<file path="config.mk">
export PLATFORM = sky130hd
export DESIGN_NAME = mul_bcd_seq_ctrl_flat
export DESIGN_NICKNAME = d
export VERILOG_FILES = /design/src/rtl/mul_bcd_seq_ctrl_if.sv /design/src/rtl/mul_bcd_seq_ctrl.sv /design/src/flat_wrapper.sv
export SDC_FILE = /design/constraint.sdc
export NUM_CORES = 1
export LEC_CHECK = 0
export ABC_AREA = 1
export CAP_MARGIN = 25
export CORE_ASPECT_RATIO = 0.7
export CORE_MARGIN = 2
export CORE_UTILIZATION = 45
export CTS_CLUSTER_SIZE = 16
export DETAILED_ROUTE_END_ITERATION = 10
export PLACE_DENSITY = 0.65
export SLEW_MARGIN = 25
export SYNTH_ARGS = -nofsm -noshare
export SYNTH_HDL_FRONTEND = slang
export SYNTH_SLANG_ARGS = --single-unit
</file>
<file path="constraint.sdc">
create_clock -name clk -period 2.04 [get_ports clk]
set_input_delay 0.306 -clock clk [delete_from_list [all_inputs] [get_ports clk]]
set_output_delay 0.306 -clock clk [all_outputs]
set_load 0.05 [all_outputs]
</file>
<file path="src/rtl/mul_bcd_seq_ctrl_if.sv">
// Request/result bundle for the multiply-then-BCD controller.
// The master drives the operands and the result handshake; the slave returns status and result.
interface mul_bcd_seq_ctrl_if #(
  parameter int W = 4
);
  logic           start;
  logic [W-1:0]   a;
  logic [W-1:0]   b;
  logic           busy;
  logic           out_valid;
  logic           out_ready;
  logic [2*W-1:0] product;
  logic [3:0]     bcd_hund;
  logic [3:0]     bcd_tens;
  logic [3:0]     bcd_units;

  modport master (
    output start, a, b, out_ready,
    input  busy, out_valid, product, bcd_hund, bcd_tens, bcd_units
  );

  modport slave (
    input  start, a, b, out_ready,
    output busy, out_valid, product, bcd_hund, bcd_tens, bcd_units
  );
endinterface

</file>
<file path="src/rtl/mul_bcd_seq_ctrl.sv">
// Multiplies by repeated addition, then converts to 3 BCD digits by double-dabble.
// Result valid b+2W edges after accept; held in DONE until out_ready, start ignored while busy.
module mul_bcd_seq_ctrl #(
  parameter int W = 4
) (
  input logic               clk,
  input logic               rst_n,
  mul_bcd_seq_ctrl_if.slave bus
);

  typedef enum logic [1:0] {IDLE, MUL, CONV, DONE} state_t;

  localparam int          CW      = 12 + 2 * W;
  localparam logic [3:0]  LAST_IT = 4'(2 * W - 1);

  state_t         state;
  logic [W-1:0]   a_q;
  logic [W-1:0]   b_q;
  logic [W-1:0]   cnt;
  logic [2*W-1:0] acc;
  logic [CW-1:0]  conv;
  logic [3:0]     it;
  logic [2*W-1:0] product_q;
  logic [3:0]     hund_q;
  logic [3:0]     tens_q;
  logic [3:0]     units_q;

  logic [CW-1:0]  conv_adj;
  logic [CW-1:0]  conv_next;
  logic [2*W-1:0] acc_sum;

  function automatic logic [3:0] dab(input logic [3:0] n);
    return (n >= 4'd5) ? n + 4'd3 : n;
  endfunction

  always_comb begin
    conv_adj              = conv;
    conv_adj[CW-1 -: 4]   = dab(conv[CW-1 -: 4]);
    conv_adj[CW-5 -: 4]   = dab(conv[CW-5 -: 4]);
    conv_adj[CW-9 -: 4]   = dab(conv[CW-9 -: 4]);
    conv_next             = conv_adj << 1;
    acc_sum               = acc + {{W{1'b0}}, a_q};
  end

  always_ff @(posedge clk or negedge rst_n) begin
    if (!rst_n) begin
      state     <= IDLE;
      a_q       <= '0;
      b_q       <= '0;
      cnt       <= '0;
      acc       <= '0;
      conv      <= '0;
      it        <= '0;
      product_q <= '0;
      hund_q    <= '0;
      tens_q    <= '0;
      units_q   <= '0;
    end else begin
      unique case (state)
        IDLE: begin
          if (bus.start) begin
            a_q <= bus.a;
            b_q <= bus.b;
            acc <= '0;
            cnt <= '0;
            it  <= '0;
            if (bus.b != '0) begin
              state <= MUL;
            end else begin
              conv  <= '0;
              state <= CONV;
            end
          end
        end
        MUL: begin
          acc <= acc_sum;
          if (cnt == b_q - W'(1)) begin
            conv  <= {12'b0, acc_sum};
            it    <= '0;
            state <= CONV;
          end else begin
            cnt <= cnt + W'(1);
          end
        end
        CONV: begin
          conv <= conv_next;
          // acc still holds the binary product; the shifted field is consumed by the conversion
          if (it == LAST_IT) begin
            product_q <= acc;
            hund_q    <= conv_next[CW-1 -: 4];
            tens_q    <= conv_next[CW-5 -: 4];
            units_q   <= conv_next[CW-9 -: 4];
            state     <= DONE;
          end else begin
            it <= it + 4'd1;
          end
        end
        DONE: begin
          if (bus.out_ready) state <= IDLE;
        end
        default: state <= IDLE;
      endcase
    end
  end

  assign bus.busy      = (state != IDLE);
  assign bus.out_valid = (state == DONE);
  assign bus.product   = product_q;
  assign bus.bcd_hund  = hund_q;
  assign bus.bcd_tens  = tens_q;
  assign bus.bcd_units = units_q;

endmodule
</file>
<file path="src/flat_wrapper.sv">
// flat-port wrapper written by rule: the top's interface ports become plain ports
module mul_bcd_seq_ctrl_flat 
#(
  parameter int W = 4
)
  (clk, rst_n, bus_start, bus_a, bus_b, bus_out_ready, bus_busy, bus_out_valid, bus_product, bus_bcd_hund, bus_bcd_tens, bus_bcd_units);
  mul_bcd_seq_ctrl_if #(.W(W)) bus_i ();
  input logic clk;
  input logic rst_n;
  input wire logic [$bits(bus_i.start)-1:0] bus_start;
  input wire logic [$bits(bus_i.a)-1:0] bus_a;
  input wire logic [$bits(bus_i.b)-1:0] bus_b;
  input wire logic [$bits(bus_i.out_ready)-1:0] bus_out_ready;
  output wire logic [$bits(bus_i.busy)-1:0] bus_busy;
  output wire logic [$bits(bus_i.out_valid)-1:0] bus_out_valid;
  output wire logic [$bits(bus_i.product)-1:0] bus_product;
  output wire logic [$bits(bus_i.bcd_hund)-1:0] bus_bcd_hund;
  output wire logic [$bits(bus_i.bcd_tens)-1:0] bus_bcd_tens;
  output wire logic [$bits(bus_i.bcd_units)-1:0] bus_bcd_units;
  assign bus_i.start = bus_start;
  assign bus_i.a = bus_a;
  assign bus_i.b = bus_b;
  assign bus_i.out_ready = bus_out_ready;
  assign bus_busy = bus_i.busy;
  assign bus_out_valid = bus_i.out_valid;
  assign bus_product = bus_i.product;
  assign bus_bcd_hund = bus_i.bcd_hund;
  assign bus_bcd_tens = bus_i.bcd_tens;
  assign bus_bcd_units = bus_i.bcd_units;
  mul_bcd_seq_ctrl #(.W(W)) u_core (.clk(clk), .rst_n(rst_n), .bus(bus_i));
endmodule
</file>
* Yosys cells after proc, flatten, opt, wreduce, memory -nomap -nowiden *
Index checks and enable logic that the tools add are counted.

cells by class
  add/sub/neg operators = 7
  magnitude comparators = 3
  equal/unequal tests = 12
  muxes and demuxes = 21
  reduce and logical (&&, ||, !) cells = 12

operators with widths
  cell                   count
  $mux W20               3
  $pmux W20 S3           1
  $mux W4                6
  $pmux W8 S2            1
  $ge A4 B3 Y1 const B   3
  $pmux W4 S3            1
  $reduce_and A4 Y1      3
  $mux W2                5
  $ne A2 B2 Y1 const B   5
  $add A4 B1 Y4 const B  2
  $add A4 B2 Y4 const B  2
  $add A8 B4 Y8          1
  $mux W8                1
  $pmux W2 S4            1
  $pmux W4 S2            1
  $reduce_and A2 Y1      3
  $eq A2 B2 Y1 const B   2
  $eq A4 B3 Y1 const B   1
  $eq A4 B4 Y1           1
  $ne A2 B1 Y1 const B   2
  $reduce_bool A2 Y1     2
  $reduce_bool A4 Y1     1
  $sub A4 B1 Y4 const B  1
  $add A3 B2 Y3 const B  1
  other kinds (5)        5

storage, ports and cells
  register bits = 66
  bits of input ports = 12
  output and inout port bits = 22
  word-level logic and storage cells = 66

* Longest topological paths before layout *
Gate-level depths: netlist of the first run.

  word-level depth = 4
  mapped depth = 12
  depth with buffers taken out = 12

* Least setup slack after synthesis of the first run *
OpenSTA, ideal clock, no wires.

  kind = register to register
  start = register u_core.state[0]
  end = register u_core.conv[1]
  library setup time = 130 ps
  arrival = 1610 ps
  required time = 1910 ps
  setup slack = 299 ps
  cell stages (with the launch flop) = 10
  buffers on the path = 2
  period minus slack after synthesis = 1741 ps
  path through = dfrtp_1 inv_1 ha_1 inv_1 o21ai_1 nand3_2 buf_6 buf_6 nand2_1 o21ai_1

on the way
  longest elaborated chain between the ends = 3
  elaborated cells on any way between the ends = 9
  those cells by class = eq/ne: 5; mux: 1; reduce/logical: 3

RTL lines
  element                                         line                    text
  start: declaration                              mul_bcd_seq_ctrl.sv:16  state_t state;
  start signal: assignment                        mul_bcd_seq_ctrl.sv:47  state <= IDLE;
  start signal: assignment                        mul_bcd_seq_ctrl.sv:68  state <= MUL;
  start signal: assignment                        mul_bcd_seq_ctrl.sv:71  state <= CONV;
  $eq A2 B1 Y1 (tied with other cells)            mul_bcd_seq_ctrl.sv:59  unique case (state)
  $ne A2 B1 Y1 (no line) (tied with other cells)  n/a
  $reduce_and A4 Y1 (no line)                     n/a
  end signal: assignment                          mul_bcd_seq_ctrl.sv:78  conv <= {12'b0, acc_sum};
  end signal: assignment                          mul_bcd_seq_ctrl.sv:86  conv <= conv_next;
  end: declaration                                mul_bcd_seq_ctrl.sv:21  logic [CW-1:0] conv;

Parallel ways exist; a longest one is shown, timed or not.
A chain may end at the register's enable or synchronous reset.

* Final worst setup path of the first run *
  start = register u_core.tens_q[2], in the netlist u_core.bus.bcd_tens[2]
  end = output port bus_bcd_tens[2]

RTL lines
  element                   line                    text
  start: declaration        mul_bcd_seq_ctrl.sv:25  logic [3:0] tens_q;
  start signal: assignment  mul_bcd_seq_ctrl.sv:91  tens_q <= conv_next[CW-5 -: 4];
  end: declaration          flat_wrapper.sv:18      output wire logic [$bits(bus_i.bcd_tens)-1:0] bus_bcd_tens;

No word-level cell between the ends.

==> results of run 1 <==
-- metrics by stage --
step | utilization | hold slack (ns) | worst slack, ns
3_3_place_gp | 0.516 | 0.357 | 0.238
4_1_cts | 0.556 | 0.00782 | 0.172
3_5_place_dp | 0.516 | 0.354 | 0.188
6_report | 0.557 | -0.00518 | 0.179
2_1_floorplan | - | 0.0104 | 0.299
5_1_grt | 0.557 | 0.0358 | 0.0412
-- layout make-up --
type / instances / share of cell area
clock buffer: 10 / 0.0550
inverter: 56 / 0.0484
sequential: 66 / 0.380
tap: 101 / 0.0291
clock inverter: 6 / 0.0153
multi-input combinational: 322 / 0.378
timing repair buffer: 41 / 0.0942
-- logic make-up (layout without fill, tap and decap cells) --
logic type               count (synthesis)  after routing  synth area share
AO/OA/AOI/OAI                           72             72             0.107
XOR/XNOR                                 8              8            0.0196
adder cells (fa/ha/maj)                 19             19            0.0685
buffers and inverters                   69            113            0.0814
flip-flops                              66             66             0.461
multiplexers                             3              3           0.00944
AND/OR/NAND/NOR                        220            220             0.253
-- worst max path at each step --
stage / from / end
final: u_core.bus.bcd_tens[2]$_DFFE_PN0P_ / bus_bcd_tens[2]
after global routing: u_core.acc[0]$_DFFE_PN0P_ / u_core.conv[4]$_DFFE_PN0P_
after CTS: u_core.state[0]$_DFFE_PN0P_ / u_core.it[2]$_DFFE_PN0P_
after detailed placement: u_core.b_q[0]$_DFFE_PN0P_ / u_core.conv[6]$_DFFE_PN0P_
after global placement: u_core.b_q[0]$_DFFE_PN0P_ / u_core.conv[6]$_DFFE_PN0P_
after floorplan: u_core.state[0]$_DFFE_PN0P_ / u_core.conv[1]$_DFFE_PN0P_
-- synthesized netlist by cell type --
master    number  area, um^2
nor2_1        21        78.8
nand2_4        1        11.3
nor3_1         1        5.00
o31ai_1        1        7.51
xor2_1         7        61.3
nand3_1       22         110
o22ai_1        1        6.26
buf_2          5        25.0
nor2_2         2        12.5
o21ai_1       19        95.1
inv_1         54         203
nand2_1      162         608
buf_6          3        33.8
o21ai_2        5        43.8
buf_4          1        7.51
fa_1           1        20.0
or2_2          1        6.26
mux2_2         3        33.8
nand4_1        6        37.5
clkbuf_1       4        15.0
inv_2          2        7.51
nand3_2        2        20.0
nand3b_1       2        15.0
o21ai_0       31         155
xnor2_1        1        8.76
dfrtp_1       66        1650
ha_1          18         225
a21oi_1       15        75.1
-- power breakdown --
group	switching, mW	internal [mW]
Combinational	1.32	0.685
Clock	0.572	0.978
Sequential	0.176	1.52
Total	2.07	3.18
-- metal layers --
layer | routed length [um] | up-vias | share of wire | GRT usage
met5 | 0 | - | 0 | 0
met4 | 44 | 0 | 0.0060 | 0.0663
met3 | 338 | 4 | 0.046 | 0.0463
met2 | 3050 | 57 | 0.41 | 0.269
met1 | 3930 | 1339 | 0.53 | 0.269
li1 | - | 1525 | - | -
-- what timing repair did --
item / in CTS / in global routing
gates resized for setup: 0 / 3
hold buffers: 0 / 0
endpoints found under the setup margin: 0 / 4
==> results_dict.tcl, run 1 <==
set metrics [dict create \
    violations "hold timing" \
    regMostFlops "u_core.conv" \
    root_buffer "clkbuf_16" \
    cp_slowest_stage_delay_ns 0.82 \
    htree_levels 3 \
    instances_no_fill 602 \
    cts_setup_buffers 0 \
    gp_congestion 0.873 \
    timing_hold_violations_final 6 \
    antenna_found_initial 0 \
    final_cell_mix "nand2_1, dfrtp_1, inv_1, o21ai_0, clkdlybuf4s50_1" \
    multiInputGateArea_um2 1640 \
    worst_pin_slew_ns 0.495 \
    place_inst 586 \
    final_cell_area_um2 4350 \
    outcome "complete, but fails checks" \
    path_depth 1 \
    area_growth_pct 21.4 \
    hold_path_class "in -> async" \
    core_um2 7800 \
    die_x_um 111 \
    yosysUniqueCellTypes 28 \
    fin_crit_ns 1.86 \
    synth_area_per_cell_um2 7.83 \
    drcViolationCount 0 \
    initial_core_util 0.459 \
    dieArea_um2 8700 \
    yosysSeqAreaShare 0.461 \
    n_antenna_cell 0 \
    detail_route.vias_per_cell 4.86 \
    regArea_um2 1650 \
    critical_path_class "reg -> out" \
    crit_chain "clkdlybuf4s50_1" \
    crit_fanout 2 \
    grt-ovfl-total 0 \
    cp_slowest_cell "clkdlybuf4s50_1" \
    cp-end-kind "output pin" \
    power.density_nw_per_um2 1210 \
    synth_seq_cells 66 \
    drive_above_1_share 0.0898 \
    routed_wl_um 7360 \
    rsz0062_at_grt "false" \
    num_io_pins 34 \
    ant_nets 0 \
    via_count 2925 \
    maxSlewHeadroom 0.669 \
    cap_violations 0 \
    yosysWarnings 0 \
    rr_worst_depth 11 \
    final_nets 527 \
    drtIter0Drc 230 \
    max_freq_ghz 0.537 \
    dp_hpwl_um 5190 \
    nFillCells 747 \
    numPortBuffers 33 \
    period_share 0.912 \
    hold_slack_ns -0.00518 \
    synth_area_um2 3580 \
    firstDrtPassIters 5 \
    grt_pass1_vias 2704 \
    cts_tree "built" \
    grt_max_degree 67 \
    cp.required_ns 1.73 \
    drv_slew 0 \
    r2r_slack_ns 0.20 \
    mostFrequentLayoutCell "nand2_1" \
    cts_sinks 66 \
    r2r_start "u_core.acc[0]$_DFFE_PN0P_" \
    total_power_mw 5.25 \
    rows 27 \
    synth_fp_nets 488 \
    grt_usage 0.186 \
    grt_pass1_wl_um 12900 \
    insertion_delay_ns 0.33 \
    critPathTopFamily "buffers and inverters" \
    syn_inst 457 \
    wl_per_cell_um 12.2 \
    die-height_um 78.6 \
    clkTransAtPathRegs_ns 0.05 \
    numCtsBuffers 9 \
    reg2reg_to "u_core.conv[4]$_DFFE_PN0P_" \
    cts.path.max_buffers 2 \
    postPlaceCellArea_um2 4030 \
    fin_tns_setup_ns 0 \
    finalSetupViolations 0 \
    crit_arrival_ns 1.55 \
    largest_reg_flops 20 \
    peakVddDrop_v 0.00106 \
    finClkSkew_ns 0.00767 \
    critPathBufInv 1 \
    power_leakage_nw 2.17 \
    critPathLaunchType "flip-flop" \
]
Power figures use the tool's default switching activity.
==> run 2, diff against run 1 <==
PLACE_DENSITY = not set   (was 0.65)
PLACE_DENSITY_LB_ADDON = 0.12   (was not set)
clock period = 1.9 ns   (was 2.04 ns; I/O delays follow)
==> run 2 against run 1 <==
Effect of this change: core utilization grew 1.3 points; register-to-register slack lost 0.06 ns; via count grew 0.14%; critical path type unchanged; the flow now finishes without violations.
==> results_dict.tcl, run 2 (synthesis results as in run 1) <==
set metrics [dict create \
    outcome "finished clean" \
    root_buffer "clkbuf_16" \
    timing_hold_violations_final 0 \
    drcViolationCount 0 \
    grt_pass1_vias 2824 \
    grt_pass1_wl_um 13300 \
    fin_crit_ns 1.77 \
    cp_slowest_cell "clkdlybuf4s50_1" \
    maxSlewHeadroom 0.666 \
    final_cell_area_um2 4440 \
    dieArea_um2 8700 \
    mostFrequentLayoutCell "nand2_1" \
    htree_levels 3 \
    cts.path.max_buffers 2 \
    utilization 0.569 \
    rows 27 \
    final_nets 532 \
    crit_arrival_ns 1.49 \
    area_growth_pct 24.1 \
    initial_core_util 0.459 \
    hp-start "u_core.bus.bcd_hund[3]$_DFFE_PN0P_" \
    numCtsBuffers 9 \
    power.density_nw_per_um2 1330 \
    die-height_um 78.6 \
    cp-end-kind "output pin" \
    ant_nets 0 \
    power_leakage_nw 2.22 \
    die_x_um 111 \
    num_io_pins 34 \
    grt-ovfl-total 0 \
    final_cell_mix "nand2_1, dfrtp_1, inv_1, clkdlybuf4s50_1, o21ai_0" \
    regMostFlops "u_core.conv" \
    hold_slack_ns 0.469 \
    crit_fanout 2 \
    finalSetupViolations 0 \
    largest_reg_flops 20 \
    multiInputGateArea_um2 1670 \
    critPathTopFamily "buffers and inverters" \
    clkTransAtPathRegs_ns 0.05 \
    grt_max_degree 67 \
    antenna_found_initial 0 \
    numPortBuffers 33 \
    gp_congestion 0.817 \
    finClkSkew_ns 0.00565 \
    postPlaceCellArea_um2 4050 \
    via_count 2929 \
    core_um2 7800 \
    grt_usage 0.191 \
    total_power_mw 5.92 \
    routed_wl_um 7430 \
    worst_pin_slew_ns 0.499 \
    dp_hpwl_um 5210 \
    critPathBufInv 1 \
    cap_violations 0 \
    nFillCells 726 \
    regArea_um2 1650 \
    period_share 0.932 \
    hold_path_class "reg -> reg" \
    r2r_start "u_core.state[0]$_DFFE_PN0P_" \
    cts_sinks 66 \
    crit_start "u_core.bus.product[7]$_DFFE_PN0P_" \
    drtIter0Drc 162 \
    critPathLaunchType "flip-flop" \
    cts_tree "built" \
    firstDrtPassIters 4 \
    detail_route.vias_per_cell 4.83 \
    n_antenna_cell 0 \
    critical_path_class "reg -> out" \
    crit_chain "clkdlybuf4s50_1" \
    peakVddDrop_v 0.00108 \
    wl_per_cell_um 12.3 \
    drive_above_1_share 0.105 \
    drv_slew 0 \
    max_freq_ghz 0.565 \
    cp_slowest_stage_delay_ns 0.80 \
    insertion_delay_ns 0.33 \
    cp.required_ns 1.62 \
]
run 2: cell count changes in the layout (fill, tap and decap cells not counted), sizes merged:
cell / previous run / this run
clkbuf: 10 / 14
clkinvlp: 3 / 0
buf: 11 / 15
dlygate4sd3: 0 / 1
clkinv: 2 / 0
run 2: area by class of cell:
class,instances,area share
Multi-Input combinational cell,322,0.376
Sequential cell,66,0.372
Timing Repair Buffer,46,0.103
Clock buffer,14,0.0662
Inverter,56,0.0479
Tap cell,101,0.0284
Clock inverter,1,0.00676
run 2: power by group:
group          leakage [nW]  total [mW]  switching (mW)  internal, mW
clock                 0.161        1.78           0.589          1.19
combinational          1.16        2.32            1.45         0.864
sequential            0.898        1.83           0.198          1.63
total                  2.22        5.92            2.24          3.68
run 2: metal layers:
metal	GRT usage	part of all wire
met1	0.258	0.52
met2	0.301	0.42
met3	0.0625	0.045
met4	0.0450	0.013
met5	0	0
run 2: worst reg2reg max path: cells and delay by family, from the launching register on:
kind | cells | cell delay [ns]
adders and majority gates | 1 | 0.30
buffers and inverters | 2 | 0.23
DFF | 1 | 0.42
AOI/OAI and AO/OA | 2 | 0.22
and+or+nand+nor | 3 | 0.51
run 2: through the flow:
step	setup WS, ns	setup TNS (ns)	std cells
finish	0.130	0	606
global route	-0.0156	-0.0373	606
CTS	0.0376	0	603
detailed placement	0.0298	0	587
global placement	0.0692	0	587
floorplan	0.159	0	457
run 2: timing repair:
item,CTS,global route
endpoints found under the hold margin,66,0
gates resized for setup,0,13
hold buffers,1,0
setup buffers,0,3
endpoints found under the setup margin,0,19
run 2: worst paths after layout:
check                                                          end  slack [ns]  cells past startpoint
min in group asynchronous                u_core.a_q[2]$_DFFE_PN0P_        0.49                      3
worst max-delay path                                bus_product[7]        0.13                      1
max in group asynchronous              u_core.conv[15]$_DFFE_PN0P_        1.12                      3
worst min-delay path            u_core.bus.bcd_hund[3]$_DFFE_PN0P_        0.47                      2
worst max register to register           u_core.cnt[2]$_DFFE_PN0P_        0.14                      8
worst min register to register  u_core.bus.bcd_hund[3]$_DFFE_PN0P_        0.47                      2
==> run 3, diff against run 2 <==
CORE_MARGIN = 10   (was 2)
CORE_UTILIZATION = 40   (was 45)
==> run 3 against run 2 <==
Effect of this change: maximum frequency shrank 0.85%; via count grew 2.1%; clock skew rose by 0.0026 ns; non-clock buffer count grew 4; power rose by 1.3%; clock power is 12% lower; sequential cell count is the same; critical path depth stayed put; critical path type unchanged.
==> results_dict.tcl, run 3 (synthesis results as in run 1) <==
set metrics [dict create \
    routed_wl_um 8200 \
    dieArea_um2 13200 \
    regMostFlops "u_core.conv" \
    cap_violations 0 \
    core_um2 8580 \
    gp_congestion 0.880 \
    maxSlewHeadroom 0.657 \
    firstDrtPassIters 4 \
    largest_reg_flops 20 \
    critPathLaunchType "flip-flop" \
    cp_slowest_stage_delay_ns 0.81 \
    final_nets 536 \
    crit_arrival_ns 1.50 \
    detail_route.vias_per_cell 4.75 \
    mostFrequentLayoutCell "nand2_1" \
    grt-ovfl-total 0 \
    critPathTopFamily "buffers and inverters" \
    peakVddDrop_v 0.000936 \
    crit_fanout 2 \
    numCtsBuffers 9 \
    root_buffer "clkbuf_16" \
    fin_crit_ns 1.79 \
    fin_ws_ns 0.115 \
    insertion_delay_ns 0.33 \
    dp_slack_ns 0.0503 \
    postPlaceCellArea_um2 4080 \
    place_inst 607 \
    power.density_nw_per_um2 1330 \
    antenna_found_initial 0 \
    ant_nets 0 \
    clkTransAtPathRegs_ns 0.05 \
    die-height_um 99.2 \
    initial_core_util 0.417 \
    finalSetupViolations 0 \
    cp_slowest_cell "clkdlybuf4s50_1" \
    final_cell_mix "nand2_1, dfrtp_1, inv_1, o21ai_0, clkdlybuf4s50_1" \
    cp.required_ns 1.62 \
    power_leakage_nw 2.24 \
    drv_slew 0 \
    outcome "finished clean" \
    drtIter0Drc 176 \
    grt_max_degree 54 \
    num_io_pins 34 \
    drive_above_1_share 0.118 \
    grt_usage 0.125 \
    grt_pass1_vias 2767 \
    via_count 2990 \
    nFillCells 815 \
    final_cell_area_um2 4520 \
    cts_sinks 66 \
    hold_path_class "in -> async" \
    finClkSkew_ns 0.00821 \
    die_x_um 133 \
    instances_no_fill 630 \
    dp_hpwl_um 5710 \
    cts.path.max_buffers 2 \
    critical_path_class "reg -> out" \
    area_growth_pct 26.4 \
    critPathBufInv 1 \
    drcViolationCount 0 \
    period_share 0.940 \
    cp-end-kind "output pin" \
    htree_levels 3 \
    hold_slack_ns 0.393 \
    rows 28 \
    timing_hold_violations_final 0 \
    n_antenna_cell 0 \
    wl_per_cell_um 13.0 \
    max_freq_ghz 0.560 \
    grt_pass1_wl_um 13500 \
    worst_pin_slew_ns 0.512 \
    cts_tree "built" \
    crit_chain "clkdlybuf4s50_1" \
    numPortBuffers 33 \
]
==> run 3: metal layers <==
layer  routed length, um  GRT usage
met5                   0          0
met4                  85     0.0388
met3                 448     0.0492
met2                3370      0.170
met1                4290      0.175
==> run 3: final cells by class <==
class	instances	area, um^2	share of cell area
repair buffers	50	541	0.120
flip-flops and latches	66	1650	0.365
clock inverters	4	26.3	0.00581
inverters	56	213	0.0470
multi-input cells	322	1690	0.373
well taps	120	150	0.0332
clock buffers	12	256	0.0567
==> run 3: path summary, 6_finish.rpt <==
kind	cells after the start	slack, ns	endpoint	from
setup reg to reg	7	0.12	u_core.conv[13]$_DFFE_PN0P_	u_core.state[0]$_DFFE_PN0P_
hold reg to reg	2	0.47	u_core.bus.bcd_hund[3]$_DFFE_PN0P_	u_core.bus.bcd_hund[3]$_DFFE_PN0P_
hold / removal	2	0.39	u_core.b_q[2]$_DFFE_PN0P_	rst_n
max in group asynchronous	3	0.91	u_core.bus.bcd_tens[3]$_DFFE_PN0P_	rst_n
setup / recovery	1	0.11	bus_bcd_units[1]	u_core.bus.bcd_units[1]$_DFFE_PN0P_
min in group clk	2	0.47	u_core.bus.bcd_hund[3]$_DFFE_PN0P_	u_core.bus.bcd_hund[3]$_DFFE_PN0P_
==> run 3: what timing repair did <==
item                       in CTS  in global routing
buffers inserted                0                  3
setup endpoints to repair       0                 37
hold endpoints to repair       13                  0
hold buffers                    1                  0
gates resized for setup         0                 14
==> run 3: through the flow <==
stage / TNS (ns) / utilization / total power [mW]
after CTS: 0 / 0.510 / 5.63
final: 0 / 0.527 / 6.00
after global placement: 0 / 0.476 / 4.02
after floorplan: 0 / - / 3.43
after global routing: -0.139 / 0.527 / 6.47
after detailed placement: 0 / 0.476 / 4.04
==> run 3: report_power, final <==
group,switching [mW],leakage (nW),internal (mW)
Combinational,1.55,1.20,1.07
Sequential,0.197,0.898,1.63
Clock,0.604,0.139,0.951
